`src/rtl/tv80_alu16_seq_if.sv`:
```
// ---------------------------------------------------------------------------
// tv80_alu16_seq_if
// Request/response handshake between the execute stage and the 16-bit
// ALU sequencer.
//   req_valid/req_ready : request handshake (op, A, B, F travel with it)
//   req_op              : 00 ADD16, 01 ADC16, 10 SBC16, 11 SUB16
//   req_a / req_b       : 16-bit operands (HL / rr)
//   req_f               : incoming flag byte
//   rsp_valid/rsp_ready : response handshake
//   rsp_q / rsp_f       : 16-bit result and result flags
//   busy                : sequencer owns the shared ALU
// master = requester side, slave = sequencer side.
// ---------------------------------------------------------------------------
interface tv80_alu16_seq_if;
  logic        req_valid;
  logic        req_ready;
  logic [1:0]  req_op;
  logic [15:0] req_a;
  logic [15:0] req_b;
  logic [7:0]  req_f;
  logic        rsp_valid;
  logic        rsp_ready;
  logic [15:0] rsp_q;
  logic [7:0]  rsp_f;
  logic        busy;

  modport master (
    output req_valid, req_op, req_a, req_b, req_f, rsp_ready,
    input  req_ready, rsp_valid, rsp_q, rsp_f, busy
  );

  modport slave (
    input  req_valid, req_op, req_a, req_b, req_f, rsp_ready,
    output req_ready, rsp_valid, rsp_q, rsp_f, busy
  );
endinterface

```
`src/rtl/tv80_alu16_seq.sv`:
```
// ---------------------------------------------------------------------------
// tv80_alu16_seq
// Runs a 16-bit ADD/ADC/SBC/SUB as two passes through the shared 8-bit TV80
// ALU: low byte first, then high byte with the low pass's flags chained in.
// Ports:
//   clk, reset_n        : clock, asynchronous active-low reset
//   bus (slave)         : request/response handshake, busy
//   alu_op/alu_busa/alu_busb/alu_fin/alu_arith16/alu_z16 : to the ALU
//   alu_q/alu_fout      : from the ALU (combinational)
// All outputs are registered; the ALU lanes are loaded on the edge that
// enters a pass, so they are stable for the whole pass, and are zero
// whenever the sequencer does not own the ALU.
// ---------------------------------------------------------------------------
module tv80_alu16_seq #(
  parameter int FLAG_C = 0,
  parameter int FLAG_Z = 6
) (
  input  logic            clk,
  input  logic            reset_n,
  tv80_alu16_seq_if.slave bus,
  output logic [3:0]      alu_op,
  output logic [7:0]      alu_busa,
  output logic [7:0]      alu_busb,
  output logic [7:0]      alu_fin,
  output logic            alu_arith16,
  output logic            alu_z16,
  input  logic [7:0]      alu_q,
  input  logic [7:0]      alu_fout
);

  localparam logic [1:0] OP_ADD16 = 2'b00;
  localparam logic [1:0] OP_ADC16 = 2'b01;
  localparam logic [1:0] OP_SBC16 = 2'b10;
  localparam logic [1:0] OP_SUB16 = 2'b11;

  // Clears the carry bit so SUB16 starts its low pass without a borrow.
  localparam logic [7:0] CARRY_CLR_MASK = ~(8'd1 << FLAG_C);

  typedef enum logic [1:0] {
    ST_IDLE = 2'd0,
    ST_LO   = 2'd1,
    ST_HI   = 2'd2,
    ST_DONE = 2'd3
  } state_t;

  state_t      state_r, state_nxt_s;

  logic [1:0]  op_r, op_nxt_s;
  logic [7:0]  a_hi_r, a_hi_nxt_s;
  logic [7:0]  b_hi_r, b_hi_nxt_s;
  logic [7:0]  lo_byte_r, lo_byte_nxt_s;
  logic [15:0] rsp_q_r, rsp_q_nxt_s;
  logic [7:0]  rsp_f_r, rsp_f_nxt_s;
  logic        req_ready_r, req_ready_nxt_s;
  logic        rsp_valid_r, rsp_valid_nxt_s;
  logic        busy_r, busy_nxt_s;
  logic [3:0]  alu_op_r, alu_op_nxt_s;
  logic [7:0]  alu_busa_r, alu_busa_nxt_s;
  logic [7:0]  alu_busb_r, alu_busb_nxt_s;
  logic [7:0]  alu_fin_r, alu_fin_nxt_s;
  logic        alu_arith16_r, alu_arith16_nxt_s;
  logic        alu_z16_r, alu_z16_nxt_s;

  // Z chaining is done inside the ALU via Z16; the index is kept for reference.
  logic        unused_flag_z_s;
  assign unused_flag_z_s = alu_fin_r[FLAG_Z];

  // ALU opcode for the low-byte pass.
  function automatic logic [3:0] lo_pass_op(input logic [1:0] op);
    logic [3:0] r;
    case (op)
      OP_ADD16: r = 4'b0000;
      OP_ADC16: r = 4'b0001;
      OP_SBC16: r = 4'b0011;
      OP_SUB16: r = 4'b0010;
      default:  r = 4'b0000;
    endcase
    return r;
  endfunction

  // ALU opcode for the high-byte pass: always carry/borrow-chained.
  function automatic logic [3:0] hi_pass_op(input logic [1:0] op);
    logic [3:0] r;
    case (op)
      OP_ADD16: r = 4'b0001;
      OP_ADC16: r = 4'b0001;
      OP_SBC16: r = 4'b0011;
      OP_SUB16: r = 4'b0011;
      default:  r = 4'b0000;
    endcase
    return r;
  endfunction

  // State register.
  always_ff @(posedge clk or negedge reset_n) begin
    if (!reset_n) begin
      state_r <= ST_IDLE;
    end else begin
      state_r <= state_nxt_s;
    end
  end

  // Next-state logic.
  always_comb begin
    state_nxt_s = state_r;
    case (state_r)
      ST_IDLE: begin
        if (bus.req_valid) begin
          state_nxt_s = ST_LO;
        end else begin
          state_nxt_s = ST_IDLE;
        end
      end
      ST_LO:   state_nxt_s = ST_HI;
      ST_HI:   state_nxt_s = ST_DONE;
      ST_DONE: begin
        if (bus.rsp_ready) begin
          state_nxt_s = ST_IDLE;
        end else begin
          state_nxt_s = ST_DONE;
        end
      end
      default: state_nxt_s = ST_IDLE;
    endcase
  end

  // Output/datapath next values; ALU lanes default to zero (ALU released).
  always_comb begin
    op_nxt_s          = op_r;
    a_hi_nxt_s        = a_hi_r;
    b_hi_nxt_s        = b_hi_r;
    lo_byte_nxt_s     = lo_byte_r;
    rsp_q_nxt_s       = rsp_q_r;
    rsp_f_nxt_s       = rsp_f_r;
    alu_op_nxt_s      = 4'd0;
    alu_busa_nxt_s    = 8'd0;
    alu_busb_nxt_s    = 8'd0;
    alu_fin_nxt_s     = 8'd0;
    alu_arith16_nxt_s = 1'b0;
    alu_z16_nxt_s     = 1'b0;
    req_ready_nxt_s   = (state_nxt_s == ST_IDLE);
    rsp_valid_nxt_s   = (state_nxt_s == ST_DONE);
    busy_nxt_s        = (state_nxt_s != ST_IDLE);
    case (state_r)
      ST_IDLE: begin
        if (bus.req_valid) begin
          // Capture the request and load the low-pass lanes for LO.
          op_nxt_s          = bus.req_op;
          a_hi_nxt_s        = bus.req_a[15:8];
          b_hi_nxt_s        = bus.req_b[15:8];
          alu_op_nxt_s      = lo_pass_op(bus.req_op);
          alu_busa_nxt_s    = bus.req_a[7:0];
          alu_busb_nxt_s    = bus.req_b[7:0];
          if (bus.req_op == OP_SUB16) begin
            alu_fin_nxt_s = bus.req_f & CARRY_CLR_MASK;
          end else begin
            alu_fin_nxt_s = bus.req_f;
          end
          alu_arith16_nxt_s = (bus.req_op == OP_ADD16);
          alu_z16_nxt_s     = 1'b0;
        end else begin
          alu_op_nxt_s = 4'd0;
        end
      end
      ST_LO: begin
        // Keep the low byte, chain the low-pass flags into the high pass.
        lo_byte_nxt_s     = alu_q;
        alu_op_nxt_s      = hi_pass_op(op_r);
        alu_busa_nxt_s    = a_hi_r;
        alu_busb_nxt_s    = b_hi_r;
        alu_fin_nxt_s     = alu_fout;
        alu_arith16_nxt_s = (op_r == OP_ADD16);
        alu_z16_nxt_s     = (op_r != OP_ADD16);
      end
      ST_HI: begin
        rsp_q_nxt_s = {alu_q, lo_byte_r};
        rsp_f_nxt_s = alu_fout;
      end
      ST_DONE: begin
        rsp_q_nxt_s = rsp_q_r;
      end
      default: begin
        rsp_q_nxt_s = rsp_q_r;
      end
    endcase
  end

  // Output and datapath registers.
  always_ff @(posedge clk or negedge reset_n) begin
    if (!reset_n) begin
      op_r          <= 2'd0;
      a_hi_r        <= 8'd0;
      b_hi_r        <= 8'd0;
      lo_byte_r     <= 8'd0;
      rsp_q_r       <= 16'd0;
      rsp_f_r       <= 8'd0;
      req_ready_r   <= 1'b1;
      rsp_valid_r   <= 1'b0;
      busy_r        <= 1'b0;
      alu_op_r      <= 4'd0;
      alu_busa_r    <= 8'd0;
      alu_busb_r    <= 8'd0;
      alu_fin_r     <= 8'd0;
      alu_arith16_r <= 1'b0;
      alu_z16_r     <= 1'b0;
    end else begin
      op_r          <= op_nxt_s;
      a_hi_r        <= a_hi_nxt_s;
      b_hi_r        <= b_hi_nxt_s;
      lo_byte_r     <= lo_byte_nxt_s;
      rsp_q_r       <= rsp_q_nxt_s;
      rsp_f_r       <= rsp_f_nxt_s;
      req_ready_r   <= req_ready_nxt_s;
      rsp_valid_r   <= rsp_valid_nxt_s;
      busy_r        <= busy_nxt_s;
      alu_op_r      <= alu_op_nxt_s;
      alu_busa_r    <= alu_busa_nxt_s;
      alu_busb_r    <= alu_busb_nxt_s;
      alu_fin_r     <= alu_fin_nxt_s;
      alu_arith16_r <= alu_arith16_nxt_s;
      alu_z16_r     <= alu_z16_nxt_s;
    end
  end

  assign bus.req_ready = req_ready_r;
  assign bus.rsp_valid = rsp_valid_r;
  assign bus.rsp_q     = rsp_q_r;
  assign bus.rsp_f     = rsp_f_r;
  assign bus.busy      = busy_r;
  assign alu_op        = alu_op_r;
  assign alu_busa      = alu_busa_r;
  assign alu_busb      = alu_busb_r;
  assign alu_fin       = alu_fin_r;
  assign alu_arith16   = alu_arith16_r;
  assign alu_z16       = alu_z16_r;

endmodule

```
`src/flat_wrapper.sv`:
```
// flat-port wrapper written by rule: the top's interface ports become plain ports
module tv80_alu16_seq_flat 
#(
  parameter int FLAG_C = 0,
  parameter int FLAG_Z = 6
)
  (clk, reset_n, alu_op, alu_busa, alu_busb, alu_fin, alu_arith16, alu_z16, alu_q, alu_fout, bus_req_valid, bus_req_op, bus_req_a, bus_req_b, bus_req_f, bus_rsp_ready, bus_req_ready, bus_rsp_valid, bus_rsp_q, bus_rsp_f, bus_busy);
  tv80_alu16_seq_if bus_i ();
  input  logic clk;
  input  logic reset_n;
  output logic [3:0] alu_op;
  output logic [7:0] alu_busa;
  output logic [7:0] alu_busb;
  output logic [7:0] alu_fin;
  output logic alu_arith16;
  output logic alu_z16;
  input  logic [7:0] alu_q;
  input  logic [7:0] alu_fout;
  input wire logic [$bits(bus_i.req_valid)-1:0] bus_req_valid;
  input wire logic [$bits(bus_i.req_op)-1:0] bus_req_op;
  input wire logic [$bits(bus_i.req_a)-1:0] bus_req_a;
  input wire logic [$bits(bus_i.req_b)-1:0] bus_req_b;
  input wire logic [$bits(bus_i.req_f)-1:0] bus_req_f;
  input wire logic [$bits(bus_i.rsp_ready)-1:0] bus_rsp_ready;
  output wire logic [$bits(bus_i.req_ready)-1:0] bus_req_ready;
  output wire logic [$bits(bus_i.rsp_valid)-1:0] bus_rsp_valid;
  output wire logic [$bits(bus_i.rsp_q)-1:0] bus_rsp_q;
  output wire logic [$bits(bus_i.rsp_f)-1:0] bus_rsp_f;
  output wire logic [$bits(bus_i.busy)-1:0] bus_busy;
  assign bus_i.req_valid = bus_req_valid;
  assign bus_i.req_op = bus_req_op;
  assign bus_i.req_a = bus_req_a;
  assign bus_i.req_b = bus_req_b;
  assign bus_i.req_f = bus_req_f;
  assign bus_i.rsp_ready = bus_rsp_ready;
  assign bus_req_ready = bus_i.req_ready;
  assign bus_rsp_valid = bus_i.rsp_valid;
  assign bus_rsp_q = bus_i.rsp_q;
  assign bus_rsp_f = bus_i.rsp_f;
  assign bus_busy = bus_i.busy;
  tv80_alu16_seq #(.FLAG_C(FLAG_C), .FLAG_Z(FLAG_Z)) u_core (.clk(clk), .reset_n(reset_n), .bus(bus_i), .alu_op(alu_op), .alu_busa(alu_busa), .alu_busb(alu_busb), .alu_fin(alu_fin), .alu_arith16(alu_arith16), .alu_z16(alu_z16), .alu_q(alu_q), .alu_fout(alu_fout));
endmodule
```
`config.mk`:
```
export PLATFORM = sky130hd
export DESIGN_NAME = tv80_alu16_seq_flat
export DESIGN_NICKNAME = d
export VERILOG_FILES = /design/src/rtl/tv80_alu16_seq_if.sv /design/src/rtl/tv80_alu16_seq.sv /design/src/flat_wrapper.sv
export SDC_FILE = /design/constraint.sdc
export NUM_CORES = 1
export LEC_CHECK = 0
export ABC_AREA = 1
export ABC_CLOCK_PERIOD_IN_PS = 1400
export BUFFER_PORTS_ARGS = -buffer_cell sky130_fd_sc_hd__buf_2
export CORE_UTILIZATION = 50
export CTS_BUF_LIST = sky130_fd_sc_hd__clkbuf_8
export CTS_CLUSTER_DIAMETER = 80
export DETAILED_ROUTE_END_ITERATION = 6
export PLACE_DENSITY_LB_ADDON = 0.25
export REMOVE_ABC_BUFFERS = 1
export SYNTH_ARGS = -nofsm -noshare
export SYNTH_HDL_FRONTEND = slang
export SYNTH_SLANG_ARGS = --single-unit
```
`constraint.sdc`:
```
create_clock -name clk -period 1.4 [get_ports clk]
set_clock_uncertainty 0.15 [all_clocks]
set_input_delay 0.28 -clock clk [delete_from_list [all_inputs] [get_ports clk]]
set_output_delay 0.28 -clock clk [all_outputs]
set_load 0.05 [all_outputs]
```
# ---- Yosys cells after proc, flatten, opt, wreduce, memory -nomap -nowiden
# Cells that the tools add are included.
dict set report op_classes {
  mux 17
  reduce_logical 9
  n_eq_ne 10
}
# op n
set op_table {}
lappend op_table {{$pmux 8 s2} 3}
lappend op_table {{$mux 8} 3}
lappend op_table {{$pmux 4 s2} 2}
lappend op_table {{$pmux 4 s4} 1}
lappend op_table {{$eq 2x2->1 const B} 7}
lappend op_table {{$logic_not 2->1} 4}
lappend op_table {{$pmux 2 s4} 1}
lappend op_table {{$eq 2x1->1 const B} 3}
lappend op_table {{$mux 1} 4}
lappend op_table {{$mux 4} 1}
lappend op_table {{$reduce_bool 2->1} 2}
lappend op_table {{$reduce_or 2->1} 2}
lappend op_table {{$mux 2} 1}
lappend op_table {{$pmux 1 s2} 1}
lappend op_table {{$reduce_and 2->1} 1}
dict set report totals {
  out_inout_bits 57
  in_bits 62
  elab_cells 52
  regBits 85
}

# ---- Longest topological paths before layout
dict set report logic_depth {
  ltp_word 4
  ltp_mapped 6
  ltp_nobuf 6
}

# ---- Worst setup path before layout
# OpenSTA, ideal clock, no wires.
dict set report synth_timing {
  path_kind {reg-to-reg}
  from {register u_core.state_r[0]}
  to {register u_core.rsp_q_r[1], in the netlist u_core.bus.rsp_q[1]}
  setup_time_ps 119
  stages_incl_launch_ff 6
  t_arrival_ps 958
  path_buffers 1
  setup_slack_ps 172
  required_time_ps 1131
  cell_sequence {dfrtp_1 -> inv_4 -> nand2_2 -> buf_4 -> nand2_1 -> nand2_1}
}
dict set report synth_via {
  elab_chain_len 1
}
# item line
set synth_lines {}
lappend synth_lines {{start: declaration} tv80_alu16_seq.sv:46} ;# state_t state_r, state_nxt_s;
lappend synth_lines {{start signal: assignment} tv80_alu16_seq.sv:99} ;# state_r <= state_nxt_s;
lappend synth_lines {{$eq 2x2->1} tv80_alu16_seq.sv:144} ;# case (state_r)
lappend synth_lines {{end signal: assignment} tv80_alu16_seq.sv:211} ;# rsp_q_r <= rsp_q_nxt_s;
lappend synth_lines {{end: declaration} tv80_alu16_seq.sv:52} ;# logic [15:0] rsp_q_r, rsp_q_nxt_s;
# No other way between the ends.
# A chain may end at the register's enable or synchronous reset.

# ---- Final worst setup path
dict set report layout_timing {
  from {register u_core.req_ready_r, in the netlist u_core.bus.req_ready}
  to {output port bus_req_ready}
}
# item line
set layout_rtl {}
lappend layout_rtl {{start: declaration} tv80_alu16_seq.sv:54} ;# logic req_ready_r, req_ready_nxt_s;
lappend layout_rtl {{start signal: assignment} tv80_alu16_seq.sv:213} ;# req_ready_r <= req_ready_nxt_s;
lappend layout_rtl {{end: declaration} flat_wrapper.sv:25} ;# output wire logic [$bits(bus_i.req_ready)-1:0] bus_req_ready;
# No word-level cell between the ends.

==> metrics.md <==
| Metric | Value |
|---|---|
| Status | complete, but fails checks |
| Failing checks | negative setup slack |
| Post-synthesis sequential element count | 83 |
| Cell count after synthesis | 353 |
| DRT iter0 DRCs | 133 |
| Final Critical Period | 1.454 ns |
| Via density | 4.766 |
| Cell variety after synth | 24 |
| Endpoints failing hold | 0 |
| Sequential Power Share | 0.349 |
| Core region area | 6386 µm² |
| Clock Sinks | 83 |
| Row cnt | 29 |
| Final hold slack | 0.01396 ns |
| Sequential element share of the synthesized area | 0.6223 |
| Max Cap Violations | 0 |
| Slowest stage delay, CP | 0.54 ns |
| Initial antenna violation count | 0 |
| Clock Tree Buf Depth | 2 |
| Worst EP required | 0.97 ns |
| Crit path arrival time | 1.02 ns |
| Vias in the first global route | 2745 |
| Worst-path clk slew | 0.08 ns |
| Clock latency on the worst-skew pair | 0.34 ns |
| Die area | 7010 µm² |
| Psw | 5396 µW |
| CP max FO | 1 |
| Yosys warnings | 0 |
| Crit path max-delay family | flip-flops |
| HPWL after DPL | 4844 µm |
| Synth area leader | dfrtp_1 |
| Routed WL | 7564 µm |
| Synth Area per Inst | 9.460 µm² |
| RSZ-0062 raised after global routing | true |
| DRC Markers | 0 |
| Largest net degree at the start of global routing | 30 |
| Switching Share | 0.4762 |
| H-tree depth | 3 |
| Drt first pass iters | 4 |
| PD cells | 2430 nW/µm² |
| Layout cell share with drive strength beyond 1 | 0.3086 |
| Slowest stage cell on the critical path | dfstp_2 |
| Max-slew violations | 0 |
| Gp weighted congestion | 0.7854 |
| I/O Pins | 119 |
| Leak | 0.002635 µW |
| Gr usage total | 0.2312 |
| Gate power share | 0.514 |
| Pint | 5935 µW |
| Fmax | 0.6878 GHz |
| Synth area leaders | dfrtp_1, nand2_1, nand3_1 |
| Worst hold path type | input pin to flop |
| Critical-path cell list | buf_8 |
| Final nets | 573 |
| Fillers | 489 |
| Share of the synthesized area in the top cell type | 0.6145 |
| Setup-failing EPs final | 2 |
| Initial core utilization | 0.5229 |
| Crit Path Class | flop to output pin |
| WP buf/inv | 1 |
| Setup crit end kind | output pin |
| Global route overflow | 0 |
| Area Growth Syn to Fin | 39.64% |
| Antenna viol nets, final | 0 |
| Final worst slack | -0.05388 ns |
| Pre-CTS setup slack | 0.09009 ns |
| IO buf count | 116 |
| Routed length per instance | 12.84 µm |
| Period Utilization, post-route | 1.038 |
| Die width | 83.73 µm |
| Die extent in y | 83.73 µm |
| Root Buffer | clkbuf_8 |
| First-pass GRT wire length | 12560 µm |
| CTS tree | built |
| Clock share of power | 0.137 |
| Cts bufs inserted | 9 |
| Routed vias | 2807 |
| Startpoint Class | flop |
| Post-Syn Area | 3339 µm² |
| Setup Fix Bufs, Post-CTS | 0 |
| # diodes | 0 |
| Peak VDD IR | 1.621 mV |
-- synthesized netlist by cell type --
cell type / n
clkbuf_1: 1
nor2_4: 1
o21ai_0: 15
nand2_4: 1
nand4_1: 1
nand3_1: 38
nand2_2: 3
buf_4: 8
inv_1: 14
conb_1: 1
nor2_1: 3
o21ai_2: 1
nand2_1: 163
o21ai_1: 1
ha_1: 4
dfrtp_1: 82
dfstp_2: 1
nor2_2: 1
buf_2: 2
buf_6: 8
nor2_8: 1
inv_2: 1
a21oi_1: 1
inv_4: 1
-- power groups by stage --
stage	sequential, µW	combinational [µW]	clock, µW
after floorplan	6280	1430	0
after global placement	3920	5340	0
after detailed placement	3940	5420	0
after CTS	3920	5640	1590
after global routing	4060	6280	1690
final	3960	5820	1550
-- state kept, by name, summed over array words and instances, names as in the netlist --
name / cells
u_core.bus.rsp_q: 16
u_core.a_hi_r: 8
u_core.alu_busa: 8
u_core.alu_busb: 8
u_core.alu_fin: 8
u_core.b_hi_r: 8
u_core.bus.rsp_f: 8
u_core.lo_byte_r: 8
u_core.alu_op: 2
u_core.op_r: 2
u_core.state_r: 2
u_core.alu_arith16: 1
u_core.alu_z16: 1
u_core.bus.busy: 1
u_core.bus.req_ready: 1
u_core.bus.rsp_valid: 1
-- kinds of logic after synthesis --
logic type	count (synthesis)	share of synthesized area
adders and majority gates	4	0.01499
DFF	83	0.6223
other	1	0.001123
buffers and inverters	35	0.06782
AOI/OAI and AO/OA	18	0.02810
and+or+nand+nor	212	0.2656
-- repair_timing --
action,4_1_cts,5_1_grt
hold buffers,29,1
hold endpoints to repair,104,1
resized for setup,19,42
setup endpoints to repair,17,32
-- cells in the final DEF (no fill, tap or decap), types with 2 or more instances in the layout --
master | netlist | routed
dfrtp_1 | 82 | 81
o21ai_0 | 15 | 15
clkbuf_4 | 0 | 12
buf_2 | 2 | 75
nand2_1 | 163 | 163
nand2_4 | 1 | 2
nand2_2 | 3 | 2
clkbuf_8 | 0 | 11
conb_1 | 1 | 2
dlygate4sd3_1 | 0 | 30
clkinvlp_4 | 0 | 2
buf_4 | 8 | 31
inv_1 | 14 | 15
ha_1 | 4 | 4
clkinv_2 | 0 | 2
nor2_1 | 3 | 3
buf_6 | 8 | 6
nand3_1 | 38 | 38
buf_12 | 0 | 6
-- layer usage --
layer / track usage / part of all wire / vias up
li1: - / - / 1402
met1: 0.2956 / 0.42 / 1304
met2: 0.3843 / 0.51 / 84
met3: 0.04451 / 0.044 / 17
met4: 0.1017 / 0.026 / 0
met5: 0 / 0 / -
-- cell type report --
cell class | instances | area (µm²) | share of cell area
Timing Repair Buffer | 161 | 1201 | 0.2576
Multi-Input combinational cell | 236 | 1044 | 0.2238
Clock inverter | 5 | 28.78 | 0.006171
Clock buffer | 11 | 151.4 | 0.03247
Sequential cell | 83 | 2079 | 0.4459
Inverter | 16 | 62.56 | 0.01342
Tap cell | 77 | 96.34 | 0.02066
-- final timing paths --
| check | startpoint | end | slack, ns | cells past startpoint |
|---|---|---|---|---|
| setup / recovery | u_core.bus.req_ready$_DFF_PN1_ | bus_req_ready | -0.05 | 1 |
| hold / removal | bus_req_a[11] | u_core.a_hi_r[3]$_DFFE_PN0P_ | 0.01 | 3 |
| setup reg to reg | u_core.state_r[0]$_DFF_PN0_ | u_core.alu_busa[6]$_DFF_PN0_ | 0.10 | 6 |
| hold reg to reg | u_core.bus.rsp_q[7]$_DFFE_PN0N_ | u_core.bus.rsp_q[7]$_DFFE_PN0N_ | 0.32 | 2 |
| max in group asynchronous | reset_n | u_core.state_r[0]$_DFF_PN0_ | 0.41 | 3 |
| min in group asynchronous | reset_n | u_core.a_hi_r[2]$_DFFE_PN0P_ | 0.22 | 2 |
-- through the flow --
stage | util | area [µm²] | power [µW] | cells | TNS, ns
after floorplan | - | 3179 | 7709 | 335 | -18.41
after global placement | 0.6336 | 4046 | 9261 | 543 | 0
after detailed placement | 0.6336 | 4046 | 9362 | 543 | 0
after CTS | 0.7151 | 4567 | 11150 | 588 | -0.07132
after global routing | 0.7302 | 4663 | 12030 | 589 | -0.1215
final | 0.7302 | 4663 | 11330 | 589 | -0.05611
Note: power is estimated with default switching activity, not from simulation.
